===== src/rtl/exe_unit_w1_pkg.sv =====
// Shared opcode encodings, status-bit positions and flag packing for the
// single-cycle execution unit.
package exe_unit_w1_pkg;

    localparam int unsigned OP_ADD = 32'd0;
    localparam int unsigned OP_SLT = 32'd1;
    localparam int unsigned OP_SUB = 32'd2;
    localparam int unsigned OP_XOR = 32'd3;

    localparam int unsigned ST_Z = 32'd0;
    localparam int unsigned ST_N = 32'd1;
    localparam int unsigned ST_V = 32'd2;
    localparam int unsigned ST_C = 32'd3;

    function automatic logic [3:0] pack_status(input logic c, input logic v,
                                               input logic n, input logic z);
        logic [3:0] st;
        st       = 4'b0000;
        st[ST_C] = c;
        st[ST_V] = v;
        st[ST_N] = n;
        st[ST_Z] = z;
        return st;
    endfunction

endpackage


===== src/rtl/exe_unit_w1_alu.sv =====
// Combinational datapath: one shared m+1-bit adder serves ADD, SUB and SLT;
// subtraction is performed as A + ~B + 1.
module exe_unit_w1_alu
    import exe_unit_w1_pkg::*;
#(
    parameter int m = 4,
    parameter int n = 2
) (
    input  logic [n-1:0] oper,
    input  logic [m-1:0] arg_a,
    input  logic [m-1:0] arg_b,
    output logic [m-1:0] result,
    output logic [3:0]   status,
    output logic         valid
);

    logic         sub_s;
    logic [m-1:0] b_eff_s;
    logic [m:0]   sum_s;
    logic         ovf_s;
    logic         lt_s;
    logic         c_s;
    logic         v_s;
    logic [m-1:0] res_s;

    // Shared adder; overflow rule covers SUB because B is already inverted
    always_comb begin
        sub_s   = (32'(oper) == OP_SUB) || (32'(oper) == OP_SLT);
        b_eff_s = sub_s ? ~arg_b : arg_b;
        sum_s   = {1'b0, arg_a} + {1'b0, b_eff_s} + {{m{1'b0}}, sub_s};
        ovf_s   = (arg_a[m-1] == b_eff_s[m-1]) && (sum_s[m-1] != arg_a[m-1]);
        lt_s    = sum_s[m-1] ^ ovf_s;
    end

    // Opcode select; carry out of the adder is inverted into a borrow for SUB
    always_comb begin
        res_s = {m{1'b0}};
        c_s   = 1'b0;
        v_s   = 1'b0;
        valid = 1'b1;
        case (32'(oper))
            OP_ADD: begin
                res_s = sum_s[m-1:0];
                c_s   = sum_s[m];
                v_s   = ovf_s;
            end
            OP_SLT: begin
                res_s = {{(m-1){1'b0}}, lt_s};
            end
            OP_SUB: begin
                res_s = sum_s[m-1:0];
                c_s   = ~sum_s[m];
                v_s   = ovf_s;
            end
            OP_XOR: begin
                res_s = arg_a ^ arg_b;
            end
            default: begin
                valid = 1'b0;
            end
        endcase
        result = res_s;
        status = pack_status(c_s, v_s, res_s[m-1], res_s == {m{1'b0}});
    end

endmodule


===== src/rtl/exe_unit_w1_core.sv =====
// Registered execution unit: ALU outputs captured each clock when the opcode
// is valid; invalid opcodes leave the previous result and flags in place.
module exe_unit_w1_core
    import exe_unit_w1_pkg::*;
#(
    parameter int m = 4,
    parameter int n = 2
) (
    input  logic         i_clk,
    input  logic         i_rsn,
    input  logic [n-1:0] i_oper,
    input  logic [m-1:0] i_argA,
    input  logic [m-1:0] i_argB,
    output logic [m-1:0] o_result,
    output logic [3:0]   o_status
);

    logic [m-1:0] alu_result_s;
    logic [3:0]   alu_status_s;
    logic         alu_valid_s;
    logic [m-1:0] result_r;
    logic [3:0]   status_r;

    exe_unit_w1_alu #(
        .m(m),
        .n(n)
    ) u_alu (
        .oper   (i_oper),
        .arg_a  (i_argA),
        .arg_b  (i_argB),
        .result (alu_result_s),
        .status (alu_status_s),
        .valid  (alu_valid_s)
    );

    // Output registers with asynchronous clear, loaded only on valid opcodes
    always_ff @(posedge i_clk or negedge i_rsn) begin
        if (!i_rsn) begin
            result_r <= {m{1'b0}};
            status_r <= 4'b0000;
        end else if (alu_valid_s) begin
            result_r <= alu_result_s;
            status_r <= alu_status_s;
        end else begin
            result_r <= result_r;
            status_r <= status_r;
        end
    end

    assign o_result = result_r;
    assign o_status = status_r;

endmodule


===== config.mk =====
export PLATFORM = sky130hd
export DESIGN_NAME = exe_unit_w1_core
export DESIGN_NICKNAME = d
export VERILOG_FILES = /design/src/rtl/exe_unit_w1_pkg.sv /design/src/rtl/exe_unit_w1_alu.sv /design/src/rtl/exe_unit_w1_core.sv
export SDC_FILE = /design/constraint.sdc
export NUM_CORES = 1
export LEC_CHECK = 0
export ABC_AREA = 1
export CAP_MARGIN = 20
export CORE_AREA = 2 2 40 42
export CTS_CLUSTER_DIAMETER = 30
export CTS_CLUSTER_SIZE = 25
export DETAILED_ROUTE_END_ITERATION = 16
export DIE_AREA = 0 0 42 44
export PLACE_DENSITY = 0.77
export SLEW_MARGIN = 25
export SYNTH_ARGS = -nofsm -noshare
export SYNTH_HDL_FRONTEND = slang
export SYNTH_SLANG_ARGS = --single-unit
export TNS_END_PERCENT = 50

===== constraint.sdc =====
create_clock -name i_clk -period 2.5 [get_ports i_clk]
set_clock_uncertainty 0.2 [all_clocks]
set_input_delay 0.625 -clock i_clk [delete_from_list [all_inputs] [get_ports i_clk]]
set_output_delay 0.625 -clock i_clk [all_outputs]
set_load 0.01 [all_outputs]

## Word-level counts from Yosys, hierarchy flattened

Index checks and enable logic that the tools add are counted.

- Flip-flop bits (word level): 8
- Bits of input ports: 12
- Output and inout port bits: 8
- Word-level logic and storage cells: 22

- $add $sub $neg: 2
- Equality and inequality tests: 5
- Mux-type cells: 4
- Bitwise gates (word level): 4
- Reductions and logical operators: 5

Operators with widths:

| operator | number |
|---|---|
| one-hot mux 4 bit (3 select lines) | 1 |
| adder 4 x 4 -> 5 bit | 1 |
| adder 5 x 1 -> 5 bit | 1 |
| == test 2 bit, second input constant | 2 |
| zero test 4 bit | 1 |
| 2-to-1 mux 4 bit | 1 |
| NOT 4 bit | 1 |
| bitwise XOR 4 bit | 1 |
| == test 2 x 1 -> 1 bit, second input constant | 1 |
| zero test 2 bit | 1 |
| one-hot mux 1 bit (2 select lines) | 1 |
| OR reduction 2 bit | 1 |
| == test 1 bit | 1 |
| logical AND 1 bit | 1 |
| logical OR 1 bit | 1 |
| 2-to-1 mux 1 bit | 1 |
| != test 1 bit | 1 |
| NOT 1 bit | 1 |
| bitwise XOR 1 bit | 1 |

## Depth between registers and ports, before layout

- Word-level depth: 10
- Gate-level depth with buffers: 13

## Hierarchy

From an unflattened synthesis, not the netlist that was laid out.

- Cells, all modules: 115
- Area, all modules: 803.3 um^2

Modules (own cells, without submodules):

| module | instances | cells each | area each (um^2) |
|---|---|---|---|
| exe_unit_w1_alu | 1 | 81 | 498.0 |
| exe_unit_w1_core | 1 | 34 | 305.3 |

## Least setup slack after synthesis

No wires, ideal clock.

- Kind: input port to flip-flop
- From: in i_oper[0]
- To: reg status_r[0] (netlist: o_status[0])
- Data arrival time: 2.129 ns
- Data required time: 2.182 ns
- Slack: 0.053 ns
- Stages on the path: 11
- Buffers on the path: 0
- Cell sequence: inv_1 ha_1 inv_2 nand2_2 and2_2 fa_1 nand2_1 a21oi_1 nor2_1 nand2_1 a21oi_2

- Elaborated cells on any way between the ends: 15
- Classes of those cells: add/sub: 2; eq/ne: 5; mux: 2; bitwise: 1; reduce/logical: 5

RTL lines:

| what | line | RTL |
|---|---|---|
| start, declared | exe_unit_w1_core.sv:11 | `input logic [n-1:0] i_oper,` |
| == test 2 bit / == test 2 x 1 -> 1 bit (equally long branches) | exe_unit_w1_alu.sv:28, exe_unit_w1_alu.sv:41 |  |
| logical OR 1 bit | exe_unit_w1_alu.sv:28 | `sub_s = (32'(oper) == OP_SUB) \|\| (32'(oper) == OP_SLT);` |
| 2-to-1 mux 4 bit | exe_unit_w1_alu.sv:29 | `b_eff_s = sub_s ? ~arg_b : arg_b;` |
| adder 4 x 4 -> 5 bit | exe_unit_w1_alu.sv:30 | `sum_s = {1'b0, arg_a} + {1'b0, b_eff_s} + {{m{1'b0}}, sub_s};` |
| adder 5 x 1 -> 5 bit | exe_unit_w1_alu.sv:30 |  |
| one-hot mux 4 bit (3 select lines) * | exe_unit_w1_alu.sv:41 | `case (32'(oper))` |
| via alu_result_s[1] | exe_unit_w1_core.sv:18 | `logic [m-1:0] alu_result_s;` |
| zero test 4 bit * | exe_unit_w1_alu.sv:63 | `status = pack_status(c_s, v_s, res_s[m-1], res_s == {m{1'b0}});` |
| via alu_status_s[0] | exe_unit_w1_core.sv:19 | `logic [3:0] alu_status_s;` |
| end signal, assigned | exe_unit_w1_core.sv:43 | `status_r <= alu_status_s;` |
| end signal, assigned | exe_unit_w1_core.sv:46 | `status_r <= status_r;` |
| end, declared | exe_unit_w1_core.sv:22 | `logic [3:0] status_r;` |

The timed path passes the listed nets; every way through them passes the cells marked *.

## Final worst setup path

Same ends and word-level chain as after synthesis.

==> impl_metrics.py <==
metrics = {
    "routing": {
        "viasPerCell": 4.545,
        "ant_nets": 0,
        "drt_iter0_drc": 7,
        "wl_per_cell_um": 9.439,
        "drc": 0,
        "wl_um": 1246,
        "num_vias": 600,
        "first_pass_iters": 4,
    },
    "worst_hold_path": {
        "hold_class": "in2async",
    },
    "yosys": {
        "yosysSeqAreaShare_pct": 28.63,
        "synth_simple_gate_area_share_pct": 26.58,
        "synth_top_family_by_area": "simple AND/OR/NAND/NOR gates",
        "ys_types": 17,
        "syn-num-nets": 102,
        "synth_area_per_cell_um2": 7.461,
        "synth_xor_area_share_pct": 5.726,
        "synth_compound_area_share_pct": 9.816,
        "yosysWarnings": 0,
        "ys_ff_latch": 7,
        "yosys-mux-area-fraction_pct": 0,
        "netlist_instances": 82,
        "syn-cell-area_um2": 611.8,
        "synth_adder_area_share_pct": 17.59,
    },
    "clock_network": {
        "clk_path_buf_depth": 2,
        "cts-buffers-inserted": 3,
        "clock_sinks": 7,
        "hold_buffers": 0,
        "clk_pin_slew_worst_paths_ps": 50,
        "htree_levels": 1,
        "clockRootBuffer": "clkbuf_4",
        "cts_tree": "done",
    },
    "placement": {
        "dp_hpwl_um": 1066,
        "place_ws_ps": -579.0,
        "place_area_um2": 882.1,
        "gp_congestion": 0.8274,
        "portBuffers": 19,
    },
    "grt": {
        "grt_util_all_layers_pct": 16.34,
        "antenna_found_initial": 0,
        "grt_pass1_vias": 610,
        "grt_max_degree": 8,
        "grt_pass1_wl_um": 2256,
        "grt_overflow": 0,
    },
    "sta": {
        "fin_crit_sh_pct": 96.49,
        "report.final.hold_viol_count": 0,
        "timing.final.crit_period_ps": 2412,
        "setup_tns_ps": 0,
        "fin_ws_ps": 87.81,
        "tightest_slew_ps": 292.0,
        "hold_ws_ps": 430.0,
        "setup_violations": 0,
        "relSlewSlack_pct": 80.47,
        "max_freq_mhz": 414.6,
        "drv_slew": 0,
        "rsz0062_at_grt": "false",
    },
    "die": {
        "ios": 20,
        "dieArea_um2": 1848,
        "rows": 14,
        "die_w_um": 42,
        "initial_core_util_pct": 43.12,
        "die_h_um": 44,
        "core_area_um2": 1419,
    },
    "layout": {
        "fin_area_um2": 964.7,
        "drive_gt1_share_pct": 28.45,
        "diodes": 0,
        "nets": 137,
        "syn_to_final_growth_pct": 57.67,
    },
    "setup_path": {
        "cp-start-kind": "input port",
        "end_kind": "flop",
        "worst-setup-path-type": "in2reg",
        "slowest_stage": "fa_2",
        "crit_chain": "dlygate4sd2_1, inv_2, ha_4, inv_2, nand2_2, and2_2, fa_2, nand2_1, a21oi_2, nor2_1, nand2_1, a21oi_2",
        "critPathMaxStageDelay_ps": 520,
        "required_ps": 2430,
        "arrival_ps": 2350,
        "cp_max_fo": 4,
    },
    "power_and_ir_drop": {
        "ir_worst_vdd_v": 0.0002091,
        "leakagePower_nw": 0.5020,
        "powerDensity_nw_per_um2": 498.2,
    },
    "run": {
        "maxCapViolCount": 0,
    },
    "status": {
        "status": "complete, no violations",
    },
}
==> cell type report <==
cell class	instances	area (um2)
fillers	117	454.2
well taps	16	20.02
multi-input cells	57	401.6
flip-flops and latches	7	175.2
repair buffers	31	277.8
clock buffers	4	26.28
inverters	17	63.81
==> cell families (layout without fill, tap and decap cells) <==
kind of cell,after synthesis,after routing
AO/OA/AOI/OAI,11,11
XOR/XNOR,4,4
adder cells (fa/ha/maj),8,8
buffers and inverters,18,52
flip-flops,7,7
AND/OR/NAND/NOR,34,34
==> Yosys cell counts, drive strengths merged <==
master  instances  share of area (%)
a21oi           8                7.2
a31oi           1                1.0
and2            1                1.2
buf             1                1.2
dfrtp           7                 29
fa              1                3.3
ha              7                 14
inv            17                 10
nand2          22                 15
nand3           9                9.0
nor2            2                1.2
o21ai           2                1.6
xor2            4                5.7
==> stage by stage <==
| stage | power [mW] | cells | util [%] |
|---|---|---|---|
| after floorplan | 0.2627 | 82 | - |
| after global placement | 0.3554 | 125 | 62.17 |
| after detailed placement | 0.3623 | 125 | 62.17 |
| after CTS | 0.4787 | 130 | 66.75 |
| after global routing | 0.5256 | 132 | 67.99 |
| final | 0.4806 | 132 | 67.99 |
==> power breakdown <==
group	switching (mW)	total, mW	internal (mW)
combinational	0.116	0.246	0.130
clock	0.0365	0.0971	0.0606
sequential	0.00503	0.138	0.133
==> registers in the layout (all words and copies together), names as in the netlist <==
register and flops:
o_status 4, o_result 3
==> cell usage in the layout, fill, tap and decap left out <==
| cell | count |
|---|---|
| fa_2 | 1 |
| nor2_1 | 2 |
| xor2_2 | 1 |
| clkbuf_1 | 1 |
| inv_2 | 3 |
| and2_2 | 1 |
| dlygate4sd2_1 | 2 |
| dfrtp_1 | 7 |
| clkbuf_4 | 3 |
| nand2_1 | 17 |
| a31oi_1 | 1 |
| a21oi_2 | 4 |
| nand3_1 | 7 |
| clkdlybuf4s50_1 | 17 |
| ha_1 | 6 |
| inv_1 | 14 |
| xor2_1 | 3 |
| nand3_2 | 2 |
| buf_4 | 12 |
| ha_4 | 1 |
| a21oi_1 | 4 |
| o21ai_0 | 2 |
| nand2_2 | 5 |
==> what timing repair did <==
item,4_1_cts,5_1_grt
setup buffers,1,2
gates resized for setup,10,1
endpoints found under the setup margin,7,1
pin swaps,1,1
==> worst paths after layout <==
kind | start | endpoint | cells after the start
setup / recovery | i_oper[0] | o_status[0]$_DFF_PN0_ | 12
hold / removal | i_rsn | o_result[0]$_DFF_PN0_ | 1
max in group asynchronous | i_rsn | o_status[3]$_DFF_PN0_ | 1
min in group i_clk | i_oper[1] | o_result[2]$_DFF_PN0_ | 4
==> worst max-delay path, delay by kind of cell <==
kind | cells | cell delay (ps)
buffers and inverters | 3 | 360
AO/OA/AOI/OAI | 2 | 170
adder cells (fa/ha/maj) | 2 | 780
AND/OR/NAND/NOR | 5 | 400
==> layer usage <==
layer / track usage [%] / vias to the layer above / part of all wire [%]
met5: 0 / - / 0
met4: 10.97 / 0 / 0.80
met3: 2.917 / 4 / 6.0
met2: 31.56 / 23 / 56
met1: 15.72 / 251 / 37
li1: - / 322 / -
Power figures use the tool's default switching activity.
